### config.mk
export PLATFORM = sky130hd
export DESIGN_NAME = id_ex_stage
export DESIGN_NICKNAME = d
export VERILOG_FILES = /design/src/rtl/riscv_pkg.sv /design/src/rtl/fwd_unit.sv /design/src/rtl/id_ex_stage.sv
export SDC_FILE = /design/constraint.sdc
export NUM_CORES = 1
export LEC_CHECK = 0
export BUFFER_PORTS_ARGS = -buffer_cell sky130_fd_sc_hd__buf_4
export CORE_ASPECT_RATIO = 1.25
export CORE_UTILIZATION = 40
export CTS_BUF_LIST = sky130_fd_sc_hd__clkbuf_8 sky130_fd_sc_hd__clkbuf_16
export DETAILED_ROUTE_END_ITERATION = 8
export HOLD_SLACK_MARGIN = 0.06
export PLACE_DENSITY = 0.65
export SLEW_MARGIN = 25
export SYNTH_ARGS = -nofsm -noshare
export SYNTH_HDL_FRONTEND = slang
export SYNTH_HIERARCHICAL = 1
export SYNTH_SLANG_ARGS = --single-unit
### constraint.sdc
create_clock -name clk -period 5.1 [get_ports clk]
set_input_delay 0.255 -clock clk [delete_from_list [all_inputs] [get_ports clk]]
set_output_delay 0.255 -clock clk [all_outputs]
set_load 0.1 [all_outputs]
### src/rtl/riscv_pkg.sv
// riscv_pkg: shared datapath widths, ALU op codes and forwarding-select encoding
package riscv_pkg;
    localparam int XLEN = 32;
    localparam int REGW = 5;
    localparam int CNTW = 16;
    typedef enum logic [2:0] {
        ALU_ADD = 3'b000,
        ALU_SUB = 3'b001,
        ALU_AND = 3'b010,
        ALU_OR  = 3'b011,
        ALU_SLT = 3'b101
    } alu_op_t;
    typedef enum logic [1:0] {
        FWD_RF,
        FWD_EXMEM,
        FWD_MEMWB
    } fwd_sel_t;
endpackage

### src/rtl/fwd_unit.sv
// fwd_unit: picks the freshest value of one EX source register
// Ports: rs (registered source index), rf_data (registered RF value),
//        exmem_*/memwb_* (younger/older writers in flight), data (selected operand)
module fwd_unit #(
    parameter int XLEN = riscv_pkg::XLEN,
    parameter int REGW = riscv_pkg::REGW
) (
    input  logic [REGW-1:0] rs,
    input  logic [XLEN-1:0] rf_data,
    input  logic            exmem_regwrite,
    input  logic [REGW-1:0] exmem_rd,
    input  logic [XLEN-1:0] exmem_result,
    input  logic            memwb_regwrite,
    input  logic [REGW-1:0] memwb_rd,
    input  logic [XLEN-1:0] memwb_wdata,
    output logic [XLEN-1:0] data
);
    import riscv_pkg::*;
    fwd_sel_t sel;
    // EX/MEM is younger than MEM/WB, so it wins when both target rs; x0 is never forwarded
    always_comb begin
        sel  = (exmem_regwrite && exmem_rd != '0 && exmem_rd == rs) ? FWD_EXMEM :
               (memwb_regwrite && memwb_rd != '0 && memwb_rd == rs) ? FWD_MEMWB : FWD_RF;
        data = (sel == FWD_EXMEM) ? exmem_result :
               (sel == FWD_MEMWB) ? memwb_wdata : rf_data;
    end
endmodule

### src/rtl/id_ex_stage.sv
// id_ex_stage: ID/EX pipeline register with EX operand forwarding and load-use bubbles
// Ports: stall/flush (hold / kill), id_* (decoded fields from ID),
//        exmem_*/memwb_* (forwarding sources), lu_stall (IF/ID hold request),
//        ex_* (registered EX slot, forwarded ALU operands), bubble_cnt (saturating bubble count)
module id_ex_stage #(
    parameter int XLEN = riscv_pkg::XLEN,
    parameter int REGW = riscv_pkg::REGW,
    parameter int CNTW = riscv_pkg::CNTW
) (
    input  logic            clk,
    input  logic            rst_n,
    input  logic            stall,
    input  logic            flush,
    input  logic            id_valid,
    input  logic [XLEN-1:0] id_pc,
    input  logic [XLEN-1:0] id_rs1_data,
    input  logic [XLEN-1:0] id_rs2_data,
    input  logic [XLEN-1:0] id_imm,
    input  logic [REGW-1:0] id_rs1,
    input  logic [REGW-1:0] id_rs2,
    input  logic [REGW-1:0] id_rd,
    input  logic [2:0]      id_aluop,
    input  logic            id_alusrc,
    input  logic            id_regwrite,
    input  logic            id_memread,
    input  logic            id_memwrite,
    input  logic            id_memtoreg,
    input  logic            exmem_regwrite,
    input  logic [REGW-1:0] exmem_rd,
    input  logic [XLEN-1:0] exmem_result,
    input  logic            memwb_regwrite,
    input  logic [REGW-1:0] memwb_rd,
    input  logic [XLEN-1:0] memwb_wdata,
    output logic            lu_stall,
    output logic            ex_valid,
    output logic [XLEN-1:0] ex_pc,
    output logic [XLEN-1:0] ex_a,
    output logic [XLEN-1:0] ex_b,
    output logic [2:0]      ex_aluoperation,
    output logic [XLEN-1:0] ex_store_data,
    output logic [REGW-1:0] ex_rd,
    output logic            ex_regwrite,
    output logic            ex_memread,
    output logic            ex_memwrite,
    output logic            ex_memtoreg,
    output logic [CNTW-1:0] bubble_cnt
);
    import riscv_pkg::*;
    logic [XLEN-1:0] rs1_data_q, rs2_data_q, imm_q, fwd_b;
    logic [REGW-1:0] rs1_q, rs2_q;
    logic            alusrc_q, regwrite_q, memread_q, memwrite_q, memtoreg_q;
    logic            bubble;
    assign lu_stall = ex_valid & memread_q & (ex_rd != '0) & id_valid &
                      ((ex_rd == id_rs1) | (ex_rd == id_rs2));
    // stall outranks a load-use bubble but not a flush
    assign bubble = flush | (~stall & lu_stall);
    always_ff @(posedge clk or negedge rst_n) begin
        if (!rst_n) begin
            ex_valid        <= 1'b0;
            ex_pc           <= '0;
            ex_rd           <= '0;
            ex_aluoperation <= ALU_ADD;
            rs1_data_q      <= '0;
            rs2_data_q      <= '0;
            imm_q           <= '0;
            rs1_q           <= '0;
            rs2_q           <= '0;
            alusrc_q        <= 1'b0;
            regwrite_q      <= 1'b0;
            memread_q       <= 1'b0;
            memwrite_q      <= 1'b0;
            memtoreg_q      <= 1'b0;
            bubble_cnt      <= '0;
        end else if (bubble) begin
            ex_valid   <= 1'b0;
            regwrite_q <= 1'b0;
            memread_q  <= 1'b0;
            memwrite_q <= 1'b0;
            memtoreg_q <= 1'b0;
            bubble_cnt <= bubble_cnt + {{(CNTW-1){1'b0}}, ~&bubble_cnt};
        end else if (!stall) begin
            ex_valid        <= id_valid;
            ex_pc           <= id_pc;
            ex_rd           <= id_rd;
            ex_aluoperation <= id_aluop;
            rs1_data_q      <= id_rs1_data;
            rs2_data_q      <= id_rs2_data;
            imm_q           <= id_imm;
            rs1_q           <= id_rs1;
            rs2_q           <= id_rs2;
            alusrc_q        <= id_alusrc;
            regwrite_q      <= id_regwrite;
            memread_q       <= id_memread;
            memwrite_q      <= id_memwrite;
            memtoreg_q      <= id_memtoreg;
        end
    end
    fwd_unit #(.XLEN(XLEN), .REGW(REGW)) u_fwd_a (
        .rs(rs1_q), .rf_data(rs1_data_q),
        .exmem_regwrite(exmem_regwrite), .exmem_rd(exmem_rd), .exmem_result(exmem_result),
        .memwb_regwrite(memwb_regwrite), .memwb_rd(memwb_rd), .memwb_wdata(memwb_wdata),
        .data(ex_a)
    );
    fwd_unit #(.XLEN(XLEN), .REGW(REGW)) u_fwd_b (
        .rs(rs2_q), .rf_data(rs2_data_q),
        .exmem_regwrite(exmem_regwrite), .exmem_rd(exmem_rd), .exmem_result(exmem_result),
        .memwb_regwrite(memwb_regwrite), .memwb_rd(memwb_rd), .memwb_wdata(memwb_wdata),
        .data(fwd_b)
    );
    assign ex_store_data = fwd_b;
    assign ex_b          = alusrc_q ? imm_q : fwd_b;
    // bubbles must never cause writes downstream
    assign ex_regwrite   = ex_valid & regwrite_q;
    assign ex_memread    = ex_valid & memread_q;
    assign ex_memwrite   = ex_valid & memwrite_q;
    assign ex_memtoreg   = ex_valid & memtoreg_q;
endmodule

==> metrics.md <==
| Metric | Value |
|---|---|
| Status | `finished clean` |
| Slew headroom | `about 29%` |
| Routed length per instance | `roughly 22 um` |
| Final TNS setup | `0 ns` |
| Synth Area in Simple Gates | `approximately an eighth` |
| Hold path cells | `2` |
| Die outline area | `25200 sq um` |
| Worst-path maximum fanout | `18` |
| Post-CTS sizing | `0` |
| Skew-Pair Late Insertion Delay | `0.44 ns` |
| Mux share of post-synthesis cell area | `25.5%` |
| Fill cell count | `around 2000` |
| R2R cell count | `7` |
| Period utilization | `roughly 75%` |
| Iteration-0 DRC Markers | `690` |
| First-pass GRT wire length | `55.6 mm` |
| Initial core utilization | `around two fifths` |
| Final WL | `36.7 mm` |
| Max-slew violations | `0` |
| Worst hold path class | `in -> reg` |
| DRT Pass-1 Iters | `8` |
| Largest family of logic cells by synthesized area | `multiplexers` |
| Comb pwr share | `52.3%` |
| I/O pin count | `between 300 and 400` |
| TritonCTS Buffers | `17` |
| Synth Area in Compound Gates | `about a tenth` |
| Row cnt | `63` |
| Fin. Hold Viols | `0` |
| Post-Syn Area per Cell | `~12 sq um` |
| PwrDens | `approximately 430 nW/um^2` |
| CTS HTree Levels | `4` |
| Congestion Overflow GR | `0` |
| Reg-to-reg slack, setup | `2.02 ns` |
| Vias in the first global route | `between 9000 and 10000` |
| RSZ-0062 raised after global routing | `false` |
| Die Width | `142 um` |
| Switching fraction of total power | `between 40% and 50%` |
| Max-cap violations | `0` |
| Synth warnings | `6` |
| Critical path class | `reg -> out` |
| F_max | `~260 MHz` |
| Crit path arrival time | `between 3 and 4 ns` |
| Share of cells above drive strength 1 | `a little under half` |
| VDD IR max | `approximately 0.00035 V` |
| Leakage | `6.74 nW` |
| Area grow syn2layout | `51.4%` |
| Crit end category | `output port` |
| Worst Tran Pin Value | `1.07 ns` |
| Register share of total power | `26.8%` |
| Switching pwr | `about 0.0032 W` |
| Overall routing resource usage | `approximately 29%` |
| Minimum clock period | `about 3.8 ns` |
| Vias post-DR | `9324` |
| Share of Yosys cell area claimed by the top area cell type | `between 40 and 50%` |
| Synthesized instance count | `approximately 840` |
| Post-route DRC | `0` |
| Cell internal pwr | `0.00323 W` |
| # port buffers | `roughly 390` |
| Cell taking the most area after synthesis | `dfrtp_1` |
| Via-to-Cell Ratio | `roughly 5.6` |
| CP startpoint kind | `flop` |
| Register area share after synthesis | `between 40% and 50%` |
| Post-synthesis adder-cell area fraction | `less than 1%` |
| Top post-synthesis cells by area | `dfrtp_1 (43%), mux2_4 (20%), mux2_2 (5.6%)` |
| Critical Path RT | `between 4 and 5 ns` |
| Core Area | `between 20000 and 25000 sq um` |
| Most common cell after layout, fill and taps aside | `buf_4` |
| Post-layout util | `approximately 62%` |
| Nets | `between 1500 and 2000` |
| GP Congestion | `~0.84` |
| Antenna viol nets, final | `0` |
| Commonest non-fill, non-tap cells in the layout | `buf_4 (403), dfrtp_1 (167), dlygate4sd3_1 (139), mux2_4 (130), nand4_1 (71)` |
| Crit path from | `rs2_q[0]` |
| Clock group share of total power | `a little over a fifth` |
| Worst flop-to-flop path startpoint | `ex_rd[0]` |
| Antenna violations before repair | `3` |
| Clk_skew | `0.0113 ns` |
| Dpl hpwl | `~25 mm` |
| Die height | `approximately 180 um` |
| Netlist cell types | `36` |
| Register bit total from synthesis | `roughly 170` |
| Post-CTS Setup Bufs | `0` |
| Num Clock Sinks | `between 150 and 200` |
| Longest Clk Path Bufs | `2` |
| # setup viols final | `0` |
| Hold-fix buffers, CTS | `about 140` |
| Worst setup path endpoint | `ex_b[6]` |
| Largest net degree at the start of global routing | `102` |
| Clock slew seen by the registers of the worst setup and hold paths | `roughly 0.06 ns` |
| Synthesized cell area | `around 9800 sq um` |
| XOR/XNOR Fraction of Synth Area | `around 3.6%` |
| Root Buffer Master | `clkbuf_16` |
| Syn nets | `~1100` |
| R2R Path End | `rs2_q[4]` |
| TritonCTS clock tree | `built` |
==> sequential cells by signal (all words and copies together) (netlist names) <==
register and cells:
alusrc_q 1, bubble_cnt 16, ex_aluoperation 3, ex_pc 32
ex_rd 5, ex_valid 1, imm_q 32, memread_q 1
memtoreg_q 1, memwrite_q 1, regwrite_q 1, rs1_data_q 32
rs1_q 5, rs2_data_q 32, rs2_q 5
==> power by group through the flow <==
stage / Clock, W / Combinational [W] / Sequential (W)
6_report: 0.00134 / 0.00335 / 0.00172
5_1_grt: 0.00141 / 0.00345 / 0.00174
4_1_cts: 0.00136 / 0.00334 / 0.00171
3_5_place_dp: 0 / 0.00324 / 0.00173
3_3_place_gp: 0 / 0.00322 / 0.00172
2_1_floorplan: 0 / 0.00195 / 0.00222
==> synth_stat cells <==
cell type	n
o211ai_2	1
xnor2_1	34
a21oi_4	2
a31oi_1	64
or4_4	2
ha_1	3
o31ai_1	64
a21oi_1	6
xor2_1	6
o22ai_1	1
nor3_1	5
and2_1	8
buf_6	15
nand4_1	71
nand2_2	1
or4_1	1
nor2_1	6
o21ai_1	2
or2b_4	1
buf_1	2
clkbuf_1	51
buf_2	15
mux2_2	49
nand2_1	27
buf_4	6
nand3_1	8
mux2_4	130
dfrtp_1	168
a21o_1	1
nor4_1	66
and3_1	7
nand3b_1	5
o21a_1	2
or2_2	2
or3_1	2
inv_1	1
==> worst min-delay path by stage <==
stage                     startpoint         to
after detailed placement       rst_n  ex_pc[12]
after CTS                  id_rs2[2]   rs2_q[2]
after global placement         rst_n   ex_pc[6]
after floorplan                rst_n   alusrc_q
final                      id_rs2[2]   rs2_q[2]
after global routing       id_rs2[2]   rs2_q[2]
==> final cells by class <==
cell class	instances	area (sq um)	share of cell area [%]
Antenna cell	3	7.51	0.0504
Clock buffer	18	439	2.95
Multi-Input combinational cell	577	5190	34.9
Sequential cell	168	4210	28.3
Inverter	1	3.75	0.0252
Clock inverter	14	158	1.06
Tap cell	325	407	2.73
Timing Repair Buffer	545	4470	30.0
==> metrics by stage <==
step / cell area [sq um] / instances / power [W] / hold WS (ns) / worst slack [ns]
4_1_cts: 14900 / 1647 / 0.00641 / 0.0608 / 1.32
2_1_floorplan: 9830 / 835 / 0.00417 / -0.0406 / 0.995
3_3_place_gp: 12900 / 1477 / 0.00495 / 0.315 / 1.39
6_report: 14900 / 1651 / 0.00641 / 0.0791 / 1.30
5_1_grt: 14900 / 1651 / 0.00660 / 0.0646 / 1.18
3_5_place_dp: 12900 / 1477 / 0.00497 / 0.307 / 1.79
==> per-layer routing <==
layer	GRT usage, %	routed length, um
met3	7.20	2930
met2	50.6	18600
met5	0	0
met4	13.7	1340
met1	33.3	13900
==> cell families after synthesis <==
| kind of cell | after synthesis |
|---|---|
| buffers and inverters | 90 |
| AO/OA/AOI/OAI | 143 |
| flip-flops | 168 |
| AND/OR/NAND/NOR | 212 |
| adder cells (fa/ha/maj) | 3 |
| XOR/XNOR | 40 |
| multiplexers | 179 |
==> critical path: stages, from the launching register on <==
cell     delay [ns]
dfrtp_1        0.45
nor4_1         0.65
o21a_1         0.66
buf_4          0.39
o31ai_1        0.12
a31oi_1        0.32
mux2_2         0.23
buf_4          0.29
No activity file was read; power rests on OpenSTA's default activity.
